$ cat src/rtl/cpu_run_ctrl_if.sv
// Host-side command channel and register-dump stream of the CPU run/debug controller.
// The host drives commands and dump backpressure; the controller answers.
`timescale 1ns/1ps
interface cpu_run_ctrl_if;
  logic        cmd_valid;
  logic        cmd_ready;
  logic [1:0]  cmd_op;
  logic        dump_valid;
  logic        dump_ready;
  logic [4:0]  dump_idx;
  logic [31:0] dump_data;

  modport master (
    output cmd_valid, cmd_op, dump_ready,
    input  cmd_ready, dump_valid, dump_idx, dump_data
  );

  modport slave (
    input  cmd_valid, cmd_op, dump_ready,
    output cmd_ready, dump_valid, dump_idx, dump_data
  );
endinterface

$ cat src/rtl/cpu_run_ctrl.sv
// Run/debug controller: gates the CPU clock-enable for run, halt, single-step,
// PC breakpoint and cycle budget, and streams the register file out on request.
//
//   state   | meaning
//   --------+--------------------------------------------------------------
//   ST_HALT | CPU stopped, waiting for a command (reset state)
//   ST_RUN  | free-running until breakpoint, cycle budget or HALT command
//   ST_STEP | exactly one enabled cycle, then back to halt
//   ST_DUMP | scanning registers 0..31 out on the dump stream
`timescale 1ns/1ps
module cpu_run_ctrl #(
  parameter int CNT_W = 32
) (
  input  logic             clk,
  input  logic             rstn,
  cpu_run_ctrl_if.slave    bus,
  input  logic             bp_en,
  input  logic [31:0]      bp_addr,
  input  logic [CNT_W-1:0] cycle_limit,
  input  logic [31:0]      pc,
  output logic             cpu_en,
  input  logic [4:0]       dbg_sel,
  output logic [4:0]       reg_sel,
  input  logic [31:0]      reg_data,
  output logic             halted,
  output logic [1:0]       halt_cause,
  output logic [CNT_W-1:0] cycle_cnt
);

  typedef enum logic [1:0] {ST_HALT, ST_RUN, ST_STEP, ST_DUMP} state_t;

  localparam logic [1:0] OP_RUN  = 2'd0;
  localparam logic [1:0] OP_HALT = 2'd1;
  localparam logic [1:0] OP_STEP = 2'd2;
  localparam logic [1:0] OP_DUMP = 2'd3;

  localparam logic [1:0] CAUSE_CMD   = 2'd0;
  localparam logic [1:0] CAUSE_BP    = 2'd1;
  localparam logic [1:0] CAUSE_LIMIT = 2'd2;
  localparam logic [1:0] CAUSE_STEP  = 2'd3;

  localparam logic [CNT_W-1:0] CNT_ONE = CNT_W'(1);
  localparam logic [CNT_W-1:0] CNT_MAX = '1;

  state_t      state, state_nxt;
  logic [1:0]  cause_nxt;
  logic        bp_mask;
  logic [5:0]  rd_idx;
  logic        cmd_acc, halt_req, limit_hit, bp_hit;
  logic        words_left, dump_load, dump_last;

  assign cmd_acc    = bus.cmd_valid && bus.cmd_ready;
  assign halt_req   = cmd_acc && (bus.cmd_op == OP_HALT);
  assign limit_hit  = (cycle_limit != '0) && (cycle_cnt >= cycle_limit);
  assign bp_hit     = bp_en && (pc == bp_addr) && !bp_mask;
  // rd_idx[5] set means all 32 words have been loaded into the output register
  assign words_left = !rd_idx[5];
  assign dump_load  = (state == ST_DUMP) && (!bus.dump_valid || bus.dump_ready) && words_left;
  assign dump_last  = (state == ST_DUMP) && bus.dump_valid && bus.dump_ready &&
                      (bus.dump_idx == 5'd31) && !words_left;

  always_ff @(posedge clk or negedge rstn) begin
    if (!rstn) begin
      state      <= ST_HALT;
      halt_cause <= CAUSE_CMD;
    end else begin
      state      <= state_nxt;
      halt_cause <= cause_nxt;
    end
  end

  always_comb begin
    state_nxt = state;
    cause_nxt = halt_cause;
    case (state)
      ST_HALT: begin
        if (cmd_acc) begin
          case (bus.cmd_op)
            OP_RUN:  state_nxt = ST_RUN;
            OP_STEP: state_nxt = ST_STEP;
            OP_DUMP: state_nxt = ST_DUMP;
            default: state_nxt = ST_HALT;
          endcase
        end
      end
      ST_RUN: begin
        if (bp_hit) begin
          state_nxt = ST_HALT;
          cause_nxt = CAUSE_BP;
        end else if (limit_hit) begin
          state_nxt = ST_HALT;
          cause_nxt = CAUSE_LIMIT;
        end else if (halt_req) begin
          state_nxt = ST_HALT;
          cause_nxt = CAUSE_CMD;
        end
      end
      ST_STEP: begin
        state_nxt = ST_HALT;
        cause_nxt = limit_hit ? CAUSE_LIMIT : CAUSE_STEP;
      end
      ST_DUMP: begin
        if (dump_last) state_nxt = ST_HALT;
      end
      default: state_nxt = ST_HALT;
    endcase
  end

  always_comb begin
    bus.cmd_ready = (state == ST_HALT) || (state == ST_RUN);
    halted        = (state == ST_HALT);
    reg_sel       = (state == ST_DUMP) ? rd_idx[4:0] : dbg_sel;
    case (state)
      ST_RUN:  cpu_en = !bp_hit && !limit_hit && !halt_req;
      ST_STEP: cpu_en = !limit_hit;
      default: cpu_en = 1'b0;
    endcase
  end

  always_ff @(posedge clk or negedge rstn) begin
    if (!rstn) begin
      bp_mask        <= 1'b0;
      cycle_cnt      <= '0;
      rd_idx         <= 6'd0;
      bus.dump_valid <= 1'b0;
      bus.dump_idx   <= 5'd0;
      bus.dump_data  <= 32'd0;
    end else begin
      // Masks the breakpoint for the first RUN cycle so a resume executes the bp instruction
      bp_mask <= (state == ST_HALT) && (state_nxt == ST_RUN);
      if (cpu_en && (cycle_cnt != CNT_MAX)) cycle_cnt <= cycle_cnt + CNT_ONE;
      if (dump_load) begin
        bus.dump_data  <= (rd_idx == 6'd0) ? 32'd0 : reg_data;
        bus.dump_idx   <= rd_idx[4:0];
        bus.dump_valid <= 1'b1;
        rd_idx         <= rd_idx + 6'd1;
      end else if (bus.dump_valid && bus.dump_ready) begin
        bus.dump_valid <= 1'b0;
      end
      if (dump_last) rd_idx <= 6'd0;
    end
  end

endmodule

$ cat src/flat_wrapper.sv
// flat-port wrapper written by rule: the top's interface ports become plain ports
module cpu_run_ctrl_flat 
#(
  parameter int CNT_W = 32
)
  (clk, rstn, bp_en, bp_addr, cycle_limit, pc, cpu_en, dbg_sel, reg_sel, reg_data, halted, halt_cause, cycle_cnt, bus_cmd_valid, bus_cmd_op, bus_dump_ready, bus_cmd_ready, bus_dump_valid, bus_dump_idx, bus_dump_data);
  cpu_run_ctrl_if bus_i ();
  input  logic clk;
  input  logic rstn;
  input  logic bp_en;
  input  logic [31:0] bp_addr;
  input  logic [CNT_W-1:0] cycle_limit;
  input  logic [31:0] pc;
  output logic cpu_en;
  input  logic [4:0] dbg_sel;
  output logic [4:0] reg_sel;
  input  logic [31:0] reg_data;
  output logic halted;
  output logic [1:0] halt_cause;
  output logic [CNT_W-1:0] cycle_cnt;
  input wire logic [$bits(bus_i.cmd_valid)-1:0] bus_cmd_valid;
  input wire logic [$bits(bus_i.cmd_op)-1:0] bus_cmd_op;
  input wire logic [$bits(bus_i.dump_ready)-1:0] bus_dump_ready;
  output wire logic [$bits(bus_i.cmd_ready)-1:0] bus_cmd_ready;
  output wire logic [$bits(bus_i.dump_valid)-1:0] bus_dump_valid;
  output wire logic [$bits(bus_i.dump_idx)-1:0] bus_dump_idx;
  output wire logic [$bits(bus_i.dump_data)-1:0] bus_dump_data;
  assign bus_i.cmd_valid = bus_cmd_valid;
  assign bus_i.cmd_op = bus_cmd_op;
  assign bus_i.dump_ready = bus_dump_ready;
  assign bus_cmd_ready = bus_i.cmd_ready;
  assign bus_dump_valid = bus_i.dump_valid;
  assign bus_dump_idx = bus_i.dump_idx;
  assign bus_dump_data = bus_i.dump_data;
  cpu_run_ctrl #(.CNT_W(CNT_W)) u_core (.clk(clk), .rstn(rstn), .bus(bus_i), .bp_en(bp_en), .bp_addr(bp_addr), .cycle_limit(cycle_limit), .pc(pc), .cpu_en(cpu_en), .dbg_sel(dbg_sel), .reg_sel(reg_sel), .reg_data(reg_data), .halted(halted), .halt_cause(halt_cause), .cycle_cnt(cycle_cnt));
endmodule
$ cat config.mk
export PLATFORM = sky130hd
export DESIGN_NAME = cpu_run_ctrl_flat
export DESIGN_NICKNAME = d
export VERILOG_FILES = /design/src/rtl/cpu_run_ctrl_if.sv /design/src/rtl/cpu_run_ctrl.sv /design/src/flat_wrapper.sv
export SDC_FILE = /design/constraint.sdc
export NUM_CORES = 1
export LEC_CHECK = 0
export CAP_MARGIN = 20
export CORE_MARGIN = 2
export CORE_UTILIZATION = 30
export DETAILED_ROUTE_END_ITERATION = 8
export DONT_BUFFER_PORTS = 1
export PLACE_DENSITY = 0.41
export SKIP_CTS_REPAIR_TIMING = 1
export SYNTH_ARGS = -nofsm -noshare
export SYNTH_HDL_FRONTEND = slang
export SYNTH_SLANG_ARGS = --single-unit
$ cat constraint.sdc
create_clock -name clk -period 4.15 [get_ports clk]
set_clock_uncertainty 0.1 [all_clocks]
set_input_delay 0.415 -clock clk [delete_from_list [all_inputs] [get_ports clk]]
set_output_delay 0.415 -clock clk [all_outputs]
set_load 0.05 [all_outputs]
==> reports/results.ini <==
[global_route]
antenna_found_initial = 0
grtUsageTotal_pct = 15.89
grt_max_degree = 82
overflow = 0
grt_pass1_vias = 3919
grt_pass1_wl_microns = 21790

[clocking]
cts_buffers = 9
cts_tree = yes
clock_tree.buffer_depth = 2
cts-root-buf = clkbuf_16
htreeDepth = 3
clkSlewWorstSetupHoldPaths_ps = 60
clock_sink_count = 81
insertion_delay_ps = 340

[synthesis]
synth_warnings = 0
synth_top_family_by_area = simple AND/OR/NAND/NOR gates
synth_edf_count = 0
ys_types = 48
ys.flop_type = dfrtp_1
syn_area_sq_um = 5031
synth_fa_ha_area_share_pct = 10.69
synth_nets = 690
yosys.area_share.simple_pct = 19.45
synth_xor_area_share_pct = 11.66
synthArstFlopShare_pct = 100.0
synthMuxAreaShare_pct = 1.343
syn_avg_cell_area_sq_um = 9.923
synth_compound_area_share_pct = 11.56
seq_area_frac_synth_pct = 40.29
syn_inst = 507
ys_seq_elements = 81

[die]
die_y_microns = 133.5
die_area_sq_um = 17820
num_io_pins = 220
start_util_pct = 30.55
core_area_sq_um = 16470
die_w_microns = 133.5
rows = 47

[pwr]
power_leakage_uw = 0.002589
cellPowerDensity_nw_per_um2 = 644.2
ir_drop_uv = 326.2
total_power_uw = 3694

[placed_design]
postPlaceCellArea_sq_um = 5399
placed_cells = 734
hpwlAfterDp_microns = 10940
gp_congestion = 0.7692
io_buffers = 0

[drt]
num_vias = 3796
drtPass1Iterations = 4
drt-initial-drc-count = 161
viasPerCell = 5.048
antenna_left = 0
drc = 0
wl_per_cell_microns = 18.65
routed_wirelength_microns = 14030

[cells_and_area]
area_growth_pct = 13.98
stdcell_count = 752
diodes = 0
utilization_pct = 34.83
nets = 710
final_cell_area_sq_um = 5734
final_layout_size_suffix_gt1_share_pct = 11.65

[sta]
hold_violations = 0
rsz0062_at_grt = false
max_slew_margin_pct = 40.13
tns_ps = 0
final-max-slew-violation-count = 0
min_period_over_period_pct = 86.21
max_freq_mhz = 279.5
worst_slew_pin_slew_ps = 891.3
min_period_ps = 3578
setup_violations = 0

[outcome]
status = finished clean

[setup_path]
arrival_ps = 3060
critPathMaxFanout = 19
path_class = reg2out
end_kind = primary output
worstSetupStartpointType = flop
crit_required_ps = 3630

[min_path]
hold_class = in2reg

[flow_run]
cap_violations = 0

==> metal layers <==
metal	share of wire, %	vias to the layer above	wire length, microns	GRT usage [%]
met5	0	-	0	0
met4	1.9	0	269	6.324
met3	7.6	18	1060	4.224
met2	47	169	6531	24.94
met1	44	1769	6164	20.90
li1	-	1840	-	-
==> metrics by stage <==
stage          worst slack (ps)  hold WS, ps
2_1_floorplan              1006        19.41
3_3_place_gp              855.0        21.03
4_1_cts                   555.1       -356.4
5_1_grt                   449.0        86.57
3_5_place_dp              837.0        20.97
6_report                  572.3        98.79
==> Yosys cell counts (all sizes together) (17+ instances only) <==
cell	number	area (sq um)
nand4	23	156.4
dfrtp	81	2027
nor2	19	71.32
xor2	31	271.5
nor4	19	140.1
a21oi	17	85.08
inv	44	165.2
ha	43	538.0
a22o	33	289.0
xnor2	36	315.3
nand2	39	148.9
nand3	31	195.2
==> layout by cell type, fill, tap and decap left out, types with 2 or more instances in the layout <==
master / n
nand4_2: 2
and3_1: 13
mux2_2: 5
o21a_1: 2
inv_1: 44
nor3_1: 9
clkbuf_16: 9
ha_1: 43
nand2b_1: 4
nand3_1: 23
a221oi_1: 2
a22o_1: 33
nand2_1: 38
or2_2: 2
a21oi_1: 17
and2_1: 3
and4_1: 3
o21bai_1: 2
nand3_2: 8
nor4_1: 17
xor2_1: 31
o31ai_1: 2
nor2_1: 19
buf_4: 23
clkinv_4: 3
xnor2_1: 36
nand4_1: 21
o21ai_0: 12
dfrtp_1: 81
==> cell type report <==
type,instances,area (sq um)
well taps,220,275.3
clock buffers,10,229.0
inverters,44,165.2
flip-flops and latches,81,2027
fillers,1703,10730
multi-input cells,366,2759
repair buffers,25,210.2
clock inverters,6,68.82
==> report_power, final <==
group,leakage [uW],internal (uW),total (uW),switching (uW)
Clock,0.000143,468,802,334
Combinational,0.00140,398,979,580
Sequential,0.00105,1020,1910,891
Total,0.00259,1890,3690,1800
==> state kept, by name (all words and copies together) (netlist names) <==
register               cells
u_core.cycle_cnt          32
u_core.bus.dump_data      32
u_core.bp_mask             1
u_core.bus.dump_valid      1
u_core.halt_cause          2
u_core.rd_idx              6
u_core.state               2
u_core.bus.dump_idx        5
==> final timing paths <==
check | startpoint | to | slack, ps | depth (start not counted)
setup / recovery | u_core.cycle_cnt[25] | cpu_en | 570 | 7
hold / removal | reg_data[31] | u_core.bus.dump_data[31] | 100 | 1
setup reg to reg | u_core.cycle_cnt[25] | u_core.cycle_cnt[16] | 810 | 9
hold reg to reg | u_core.cycle_cnt[2] | u_core.cycle_cnt[2] | 450 | 1
max in group asynchronous | rstn | u_core.bus.dump_data[0] | 3060 | 2
min in group asynchronous | rstn | u_core.cycle_cnt[16] | 520 | 2
==> cells by family (layout without fill, tap and decap cells) <==
kind of cell | after synthesis | count (layout)
buf+inv | 60 | 85
simple gates | 172 | 172
xor+xnor | 67 | 67
flops | 81 | 81
fa+ha+maj | 43 | 43
mux | 6 | 6
compound gates | 78 | 78
==> critical path: stages (launching register included) <==
cell      delay [ps]
dfrtp_1          710
ha_1             360
a21oi_1          160
o21ai_0          110
a221oi_1         450
o22ai_1          220
nor4_4           320
buf_4            390
(Power assumes the default switching activity.)
